===== src/rtl/ex_muldiv.sv =====
// ex_muldiv: iterative RV32M multiply/divide unit in the EX stage.
// Multiplication is radix-2 shift-add. Division is restoring shift-subtract.
// Both work on unsigned operand magnitudes, and the sign is applied once as
// the result is stored.
module ex_muldiv #(
    parameter int XLEN = 32
) (
    input  logic            i_clk,
    input  logic            i_rst_n,
    input  logic            i_valid,
    input  logic [2:0]      i_funct3,
    input  logic [XLEN-1:0] i_op_a,
    input  logic [XLEN-1:0] i_op_b,
    input  logic [4:0]      i_rd_addr,
    input  logic            i_flush,
    output logic            o_stall,
    output logic            o_done,
    output logic [XLEN-1:0] o_result,
    output logic [4:0]      o_rd_addr
);
    localparam int              CW        = $clog2(XLEN);
    localparam int              AW        = 2 * XLEN;
    localparam logic [CW-1:0]   LAST_STEP = CW'(XLEN - 1);
    localparam logic [XLEN-1:0] MIN_NEG   = {1'b1, {(XLEN-1){1'b0}}};

    typedef enum logic [1:0] {S_IDLE, S_CALC, S_DONE} state_t;

    state_t          state_q;
    logic [2:0]      funct_q;
    logic [4:0]      rd_q;        // destination of the operation in flight
    logic [CW-1:0]   cnt_q;
    logic [XLEN-1:0] op_q;        // multiplicand magnitude, or divisor magnitude
    logic [AW-1:0]   acc_q;       // mul: {partial, multiplier}; div: {remainder, dividend->quotient}
    logic            neg_main_q;  // negate product / quotient
    logic            neg_rem_q;   // negate remainder
    logic [XLEN-1:0] res_q;
    logic [4:0]      rd_out_q;

    logic            accept, is_div, a_signed, b_signed, a_neg, b_neg;
    logic            div_zero, div_ovf, special;
    logic [XLEN-1:0] a_mag, b_mag, special_res;

    // Operand decode at accept time: magnitudes, sign flags, RISC-V special cases.
    assign accept   = (state_q == S_IDLE) && i_valid && !i_flush;
    assign is_div   = i_funct3[2];
    assign a_signed = (i_funct3 == 3'b001) || (i_funct3 == 3'b010) ||
                      (i_funct3 == 3'b100) || (i_funct3 == 3'b110);
    assign b_signed = (i_funct3 == 3'b001) || (i_funct3 == 3'b100) || (i_funct3 == 3'b110);
    assign a_neg    = a_signed && i_op_a[XLEN-1];
    assign b_neg    = b_signed && i_op_b[XLEN-1];
    assign a_mag    = a_neg ? (~i_op_a + XLEN'(1)) : i_op_a;
    assign b_mag    = b_neg ? (~i_op_b + XLEN'(1)) : i_op_b;
    assign div_zero = is_div && (i_op_b == '0);
    assign div_ovf  = is_div && !i_funct3[0] && (i_op_a == MIN_NEG) && (i_op_b == '1);
    assign special  = div_zero || div_ovf;
    assign special_res = div_zero ? (i_funct3[1] ? i_op_a : '1)
                                  : (i_funct3[1] ? '0 : MIN_NEG);

    logic [XLEN:0]   mul_sum, div_shift, div_diff;
    logic [AW-1:0]   acc_step, prod_fix;
    logic [XLEN-1:0] quo_fix, rem_fix, result_fin;

    // One radix-2 step of the datapath, plus the sign-corrected result of that step.
    always_comb begin
        // NOTE: every always_comb output gets a value on every path, so no latch is inferred.
        mul_sum    = {1'b0, acc_q[AW-1:XLEN]} + (acc_q[0] ? {1'b0, op_q} : '0);
        div_shift  = acc_q[AW-1:XLEN-1];
        div_diff   = div_shift - {1'b0, op_q};
        acc_step   = {mul_sum, acc_q[XLEN-1:1]};
        if (funct_q[2]) begin
            if (div_diff[XLEN]) acc_step = {div_shift[XLEN-1:0], acc_q[XLEN-2:0], 1'b0};
            else                acc_step = {div_diff[XLEN-1:0],  acc_q[XLEN-2:0], 1'b1};
        end
        prod_fix   = neg_main_q ? (~acc_step + AW'(1)) : acc_step;
        quo_fix    = neg_main_q ? (~acc_step[XLEN-1:0] + XLEN'(1)) : acc_step[XLEN-1:0];
        rem_fix    = neg_rem_q  ? (~acc_step[AW-1:XLEN] + XLEN'(1)) : acc_step[AW-1:XLEN];
        result_fin = rem_fix;
        case (funct_q)
            3'b000:                 result_fin = prod_fix[XLEN-1:0];
            3'b001, 3'b010, 3'b011: result_fin = prod_fix[AW-1:XLEN];
            3'b100, 3'b101:         result_fin = quo_fix;
            default:                result_fin = rem_fix;
        endcase
    end

    // Control FSM and datapath registers; flush aborts from any state.
    always_ff @(posedge i_clk or negedge i_rst_n) begin
        if (!i_rst_n) begin
            state_q    <= S_IDLE;
            funct_q    <= '0;
            rd_q       <= '0;
            cnt_q      <= '0;
            op_q       <= '0;
            acc_q      <= '0;
            neg_main_q <= 1'b0;
            neg_rem_q  <= 1'b0;
            res_q      <= '0;
            rd_out_q   <= '0;
        end else if (i_flush) begin
            state_q <= S_IDLE;
            cnt_q   <= '0;
        end else begin
            // NOTE: non-blocking assignments, so every register here sees pre-edge values.
            case (state_q)
                S_IDLE: begin
                    if (i_valid) begin
                        funct_q <= i_funct3;
                        rd_q    <= i_rd_addr;
                        cnt_q   <= '0;
                        if (special) begin
                            res_q    <= special_res;
                            rd_out_q <= i_rd_addr;
                            state_q  <= S_DONE;
                        end else begin
                            op_q       <= is_div ? b_mag : a_mag;
                            acc_q      <= {{XLEN{1'b0}}, (is_div ? a_mag : b_mag)};
                            neg_main_q <= a_neg ^ b_neg;
                            neg_rem_q  <= a_neg;
                            state_q    <= S_CALC;
                        end
                    end
                end
                S_CALC: begin
                    acc_q <= acc_step;
                    cnt_q <= cnt_q + CW'(1);
                    if (cnt_q == LAST_STEP) begin
                        res_q    <= result_fin;
                        rd_out_q <= rd_q;
                        state_q  <= S_DONE;
                    end
                end
                default: state_q <= S_IDLE;
            endcase
        end
    end

    assign o_stall   = accept || (state_q == S_CALC);
    assign o_done    = (state_q == S_DONE) && !i_flush;
    assign o_result  = res_q;
    assign o_rd_addr = rd_out_q;

endmodule


===== config.mk =====
export PLATFORM = sky130hd
export DESIGN_NAME = ex_muldiv
export DESIGN_NICKNAME = d
export VERILOG_FILES = /design/src/rtl/ex_muldiv.sv
export SDC_FILE = /design/constraint.sdc
export NUM_CORES = 1
export LEC_CHECK = 0
export CORE_MARGIN = 2
export CORE_UTILIZATION = 55
export CTS_BUF_LIST = sky130_fd_sc_hd__clkbuf_8 sky130_fd_sc_hd__clkbuf_16
export CTS_CLUSTER_SIZE = 24
export DETAILED_ROUTE_END_ITERATION = 8
export GPL_TIMING_DRIVEN = 0
export PLACE_DENSITY = 0.81
export SLEW_MARGIN = 5
export SYNTH_ARGS = -nofsm -noshare
export SYNTH_HDL_FRONTEND = slang
export SYNTH_SLANG_ARGS = --single-unit

===== constraint.sdc =====
create_clock -name i_clk -period 6.7 [get_ports i_clk]
set_input_delay 0.67 -clock i_clk [delete_from_list [all_inputs] [get_ports i_clk]]
set_output_delay 0.67 -clock i_clk [all_outputs]
set_load 0.02 [all_outputs]

Yosys cells after proc, flatten, opt, wreduce, memory -nomap -nowiden
Index checks and enable logic that the tools add are counted.
Widths: inputs -> output; s select.
{ "totals": {"ff_bits": 150, "output_inout_bits": 39, "inputBits": 76} }
{ "classes": {"add_sub_neg": 8, "n_bitwise": 8, "n_reduce_logical": 31, "eq_ne": 20, "mux": 33} }
{ "ops": {"columns": ["operator", "count"], "rows": [
  ["$mux 32", 13],
  ["$mux 64", 5],
  ["$add 32x1->32 const B", 4],
  ["$not 32->32", 4],
  ["$pmux 64 s2", 1],
  ["$pmux 32 s3", 1],
  ["$add 64x1->64 const B", 1],
  ["$eq 32x32->1 const B", 2],
  ["$not 64->64", 1],
  ["$pmux 32 s2", 1],
  ["$add 32x32->33", 1],
  ["$sub 33x32->33", 1],
  ["$logic_not 32->1", 1],
  ["$mux 5", 5],
  ["$pmux 5 s2", 2],
  ["$eq 3x3->1 const B", 4],
  ["$eq 3x2->1 const B", 3],
  ["$logic_and 1x1->1", 9],
  ["$mux 2", 4],
  ["$ne 2x2->1 const B", 4],
  ["$reduce_and 4->1", 2],
  ["$logic_or 1x1->1", 7],
  ["$eq 3x1->1 const B", 2],
  ["$ne 3x3->1 const B", 2],
  ["17 further kinds", 20]
]} }

Depth between registers and ports, before layout
{ "logic_depth": {"depth_word": 10, "depth_mapped": 24} }

Worst setup path after synthesis
No wires, ideal clock.
{ "synth_timing": {"path_kind": "reg2reg", "startpoint": "reg acc_q[31]", "endpoint": "reg res_q[24] (netlist: o_result[24])", "t_arrival_ns": 5.728, "path_stages_with_launch": 25, "required_ns": 6.570, "setup_slack_ns": 0.841, "period_less_slack_ns": 5.859, "setup_ns": 0.130, "n_path_buf": 2, "path_cell_list": "dfrtp_1 > inv_1 > ha_1 > inv_1 > fa_1 > a211oi_1 > o21ai_2 > o2111ai_2 > a31o_2 > a2111oi_2 > clkbuf_1 > nor2_1 > ha_1 > o211ai_1 > or4_1 > or4_1 > a211oi_1 > nand3_1 > or2_2 > clkbuf_1 > or2_2 > o21ai_0 > xnor2_1 > a222oi_1 > o21ai_0"} }
{ "synth_between": {"elab_chain_cells": 9, "word_cells_on_any_way": 15, "classes_between": "4 x add/sub; 8 x mux; 3 x bitwise"} }
{ "synth_lines": {"columns": ["item", "line_no", "text"], "rows": [
  ["from (decl)", "33", "logic [AW-1:0] acc_q;"],
  ["from (signal assigned)", "116", "acc_q <= {{XLEN{1'b0}}, (is_div ? a_mag : b_mag)};"],
  ["from (signal assigned)", "124", "acc_q <= acc_step;"],
  ["$sub 33x32->33", "68", "div_diff = div_shift - {1'b0, op_q};"],
  ["$mux 64", "71", "if (div_diff[XLEN]) acc_step = {div_shift[XLEN-1:0], acc_q[XLEN-2:0], 1'b0};"],
  ["$mux 64 *", "70", "if (funct_q[2]) begin"],
  ["$not 64->64, or another cell as far along", "74", "prod_fix = neg_main_q ? (~acc_step + AW'(1)) : acc_step;"],
  ["$add 64x1->64, or another cell as far along", "74", null],
  ["$mux 64, or another cell as far along", "74", null],
  ["$pmux 32 s3 *", "78", "case (funct_q)"],
  ["$mux 32 *", "126", "if (cnt_q == LAST_STEP) begin"],
  ["$pmux 32 s2 *", "104", "case (state_q)"],
  ["to (signal assigned)", "111", "res_q <= special_res;"],
  ["to (signal assigned)", "127", "res_q <= result_fin;"],
  ["to (decl)", "36", "logic [XLEN-1:0] res_q;"]
]} }
Every way passes the cells marked *; elsewhere a longest branch is shown, timed or not. The select of a mux whose other input is x is not followed.
A chain may end at the register's enable or synchronous reset.

Worst setup path in the final report
{ "layout_timing": {"startpoint": "reg acc_q[31]", "endpoint": "reg res_q[26] (netlist: o_result[26])"} }
Same word-level chain as after synthesis.

==> flow_results.org <==
** Power
- Of the total power, the share spent switching nets is 54.9%.
- Power spread over the standard cell area amounts to 335 nW/µm².
- Summed over all cells, the static leakage comes to between 7 and 8 nW.
- Sequential share of power :: 20.1%
- Combinational cells account for between 60% and 70% of the total power.
- Switching component of the power :: approximately 3.5 mW
- Cell internal pwr :: slightly below 3 mW
- IR analysis of the VDD net gives a maximum drop of 0.220 mV.
- Clk network pwr share :: between 10% and 20%

** Placement
- Counting tap cells, the placed design contains a total of ~2.8k instances.
- Weighted congestion reported at the end of routability-driven placement :: 1.12
- Number of I/O port buffers :: ~110
- Detailed Place HPWL :: around 63000 µm
- Worst setup slack before clock tree synthesis :: -0.873 ns

** Layout
- Once layout is complete, the cells apart from fillers number 2848.
- Area growth from synthesis to final layout :: 14.8%
- Summing all flip-flop and latch instances after layout gives 3750 µm².
- Final Util :: between 60 and 70%
- Of the cells placed in the final design, the portion with a size suffix greater than 1 is under 10%.
- Final Net Count :: approximately 2.6k
- The layout has about 2.7k filler cells.
- Summing all multi-input logic gate instances after layout gives approximately 12000 µm².

** Clock network
- The clock reaches the later pin of the worst-skew pair after between 0.4 and 0.5 ns.
- Clock sink total :: 150
- Number of H-tree levels :: 4
- CTS Buf Count :: 17
- Clock root buffer :: sky130_fd_sc_hd__clkbuf_16
- The longest clock path from root to sink contains 2 buffers.
- Post-CTS Hold Buffers :: 0
- CTS tree :: done
- CTS clk-pin slew, worst paths :: roughly 0.07 ns

** Die
- Die outline width :: roughly 180 µm
- Standard-cell rows :: 63
- Core Footprint :: 29800 µm²
- Number of primary I/O pins :: between 100 and 150
- DIE HEIGHT :: 178 µm
- Effective utilization at floorplan :: 56.1%
- Full die area :: between 30000 and 40000 µm²

** Worst setup path
- For the worst setup path, the data required time is about 7 ns.
- The worst setup path is of the reg2reg kind.
- The worst setup path is launched from a register.
- The startpoint identified for the worst register-to-register timing path is acc_q[31]$_DFFE_PN0P_.
- Largest driver fanout on the critical path :: 8
- The number of cells on the worst reg-to-reg path is 22.
- STA puts the critical path data arrival time at approximately 7.0 ns.
- The worst register-to-register path has a setup slack of approximately 0.074 ns.
- End of the worst register-to-register path :: o_result[26]$_DFFE_PN0P_
- Crit path capture type :: register

** Logic synthesis
- In the synthesized netlist the async set-or-reset flop fraction comes to 100%.
- The synthesized netlist devotes ~5.6% of its cell area to adder and majority cells.
- Ys flop type :: sky130_fd_sc_hd__dfrtp_1
- Sequential share of the synthesized area :: 22.5%
- The commonest cells after synthesis are sky130_fd_sc_hd__o21ai_0, sky130_fd_sc_hd__nand2_1, sky130_fd_sc_hd__nor2_1.
- The portion of synthesized area spent on multiplexers is slightly above 4%.
- Number of instances in the synthesized netlist :: around 2.3k
- Distinct cell type count of the synthesized netlist :: 84
- Synthesized cell area :: between 15000 and 20000 µm²
- Synth area leaders :: sky130_fd_sc_hd__dfrtp_1, sky130_fd_sc_hd__o21ai_0, sky130_fd_sc_hd__nand2_1
- After Yosys synthesis, XOR and XNOR cells account for 8.07% of the synthesized area.
- The synthesized netlist devotes 30.8% of its cell area to compound gates.
- Dominant combinational cell family by area after synthesis :: compound AO/OA/AOI/OAI gates
- The synthesized netlist devotes roughly a quarter of its cell area to simple gates.
- Yosys warning total :: 0
- Nets in the synthesized netlist :: 2449
- The biggest area contributor in the post-synthesis netlist is sky130_fd_sc_hd__dfrtp_1.
- Area share of the largest cell type after synthesis :: between 20 and 25%
- By instance count, the leading cell after synthesis is sky130_fd_sc_hd__o21ai_0.
- Syn Area/Cell :: slightly above 7 µm²
- In this run, synthesis inferred 0 flip-flops with an integrated enable.
- Post-synthesis sequential element count :: 150

** Routing
- Number of optimization iterations in the first detailed-route pass :: 6
- Wire per inst :: between 20 and 30 µm
- DRC errors left :: 0
- In this run the remaining antenna-violating nets after routing total 0.
- The routed design has 79100 µm of wire.
- Summing over every cut layer, the via total after detailed routing is 20.2k.
- In the routed layout, each cell is associated on average with a via count of between 7 and 8.
- In this run, the number of DRC markers left after iteration 0 of detailed routing was roughly 3.2k.

** STA
- Worst slew margin :: 0.869%
- Setup violations remaining at the end of the flow were counted as 0.
- Fraction of the cycle the final worst path needs :: 98.9%
- Final hold violation count :: 0
- Worst hold-check slack :: around 0.073 ns
- For the final database, setup skew stands at 0.0189 ns.
- At the pin with the least slew margin, the transition time is 1.48 ns.
- For this run, the top clock speed supported by timing is between 150 and 200 MHz.
- Final setup TNS :: 0 ns
- After layout, the worst setup slack is 0.0739 ns.
- The routed design could run at a clock period as short as between 6 and 7 ns.
- The final count of pins violating max slew came to 0.

** Outcome
- Violations in the final reports :: max-capacitance violations
- The flow ran to the end, but the final reports show violations.

** Global route
- Number of global-route vias before repair :: ~19k
- Antenna violations before repair :: 2
- The first global-routing pass estimated around 120000 µm of wire.
- Entering global routing, the biggest net connects between 100 and 150 pins.
- Total Routing Usage GR :: between 40% and 50%
- Overall overflow remaining after global route :: 0

** Flow run
- Across the run, the number of max-cap violations was 1.

** Worst hold path
- Type of the most critical hold path :: in2async
-- per-stage QoR --
stage                     power (mW)  area (µm²)
after floorplan                 3.73       16700
after global placement          5.04       18300
after detailed placement        5.09       18400
after CTS                       6.09       19000
after global routing            6.66       19200
final                           6.43       19200
-- how the worst max path moves through the flow --
stage,startpoint,endpoint,depth (start not counted)
final,acc_q[31]$_DFFE_PN0P_,o_result[26]$_DFFE_PN0P_,22
after global routing,acc_q[31]$_DFFE_PN0P_,o_result[26]$_DFFE_PN0P_,25
after CTS,acc_q[31]$_DFFE_PN0P_,o_result[24]$_DFFE_PN0P_,24
after detailed placement,op_q[27]$_DFFE_PN0P_,o_result[10]$_DFFE_PN0P_,23
after global placement,i_rst_n,cnt_q[2]$_DFFE_PN0P_,1
after floorplan,acc_q[31]$_DFFE_PN0P_,o_result[24]$_DFFE_PN0P_,24
-- layout by cell type (no fill, tap or decap), drive strengths merged, types with 22 or more instances in the layout --
cell type	Yosys	layout
ha	71	71
and2	53	53
xor2	57	57
nor3	57	57
inv	68	75
nor2	216	216
a211oi	35	35
nand4	27	27
xnor2	97	97
o211ai	33	33
buf	31	42
o31ai	38	38
clkbuf	112	130
a31oi	39	39
clkdlybuf4s50	0	112
and3	24	24
nand2b	22	22
nand3	33	33
mux2i	48	48
o21ai	274	274
dfrtp	150	150
nand2	268	268
a21oi	195	195
-- kinds of logic after synthesis --
kind of cell / Yosys count
buf+inv: 212
flops: 150
mux: 67
xor+xnor: 154
simple gates: 827
fa+ha+maj: 73
compound gates: 817
-- state kept, by name, indices dropped and copies added, names as in the netlist --
name and cells:
op_q 32, neg_main_q 1, state_q 2, o_rd_addr 5, acc_q 64, rd_q 5, funct_q 3, o_result 32
neg_rem_q 1, cnt_q 5
-- repair_timing --
action,4_1_cts,5_1_grt
pin swaps,3,9
setup buffers,3,8
endpoints found under the setup margin,16,23
resized for setup,17,18
-- routing by layer --
metal | GRT usage [%] | vias to the layer above | share of wire [%]
li1 | - | 8744 | -
met1 | 62.0 | 9459 | 36
met2 | 72.3 | 1596 | 42
met3 | 16.1 | 417 | 14
met4 | 33.5 | 2 | 8.3
met5 | 0 | - | 0.019
-- area by class of cell --
class	count	share of cell area, %
multi-input cells	1938	64.0
flip-flops and latches	150	19.6
repair buffers	127	6.56
plain buffers	140	2.95
well taps	390	2.54
clock buffers	17	2.22
inverters	69	1.35
clock inverters	15	0.750
diodes	2	0.0261
-- power by group through the flow --
stage / Clock [mW] / Combinational, mW / Sequential (mW)
finish: 0.964 / 4.17 / 1.29
detailed placement: 0 / 3.81 / 1.29
global placement: 0 / 3.76 / 1.28
CTS: 0.949 / 3.87 / 1.27
floorplan: 0 / 2.54 / 1.18
global route: 0.987 / 4.37 / 1.29
-- critical path, stage by stage (launching register included) --
cell and delay, ns:
sky130_fd_sc_hd__dfrtp_1 0.46, sky130_fd_sc_hd__inv_1 0.13, sky130_fd_sc_hd__ha_1 0.20, sky130_fd_sc_hd__inv_1 0.06, sky130_fd_sc_hd__fa_1 0.44, sky130_fd_sc_hd__a211oi_2 0.25, sky130_fd_sc_hd__o21ai_2 0.13, sky130_fd_sc_hd__o2111ai_4 0.32
sky130_fd_sc_hd__a31oi_4 0.21, sky130_fd_sc_hd__o41ai_1 0.72, sky130_fd_sc_hd__nor3_4 0.16, sky130_fd_sc_hd__ha_1 0.36, sky130_fd_sc_hd__nand2_1 0.14, sky130_fd_sc_hd__a2111oi_0 0.10, sky130_fd_sc_hd__a311oi_1 1.17, sky130_fd_sc_hd__nor3_2 0.08
sky130_fd_sc_hd__buf_4 0.22, sky130_fd_sc_hd__nor3b_2 0.18, sky130_fd_sc_hd__nand4b_1 0.21, sky130_fd_sc_hd__o21ai_0 0.13, sky130_fd_sc_hd__xnor2_1 0.18, sky130_fd_sc_hd__o211ai_1 0.46, sky130_fd_sc_hd__a31oi_1 0.15
(Power assumes the default switching activity.)
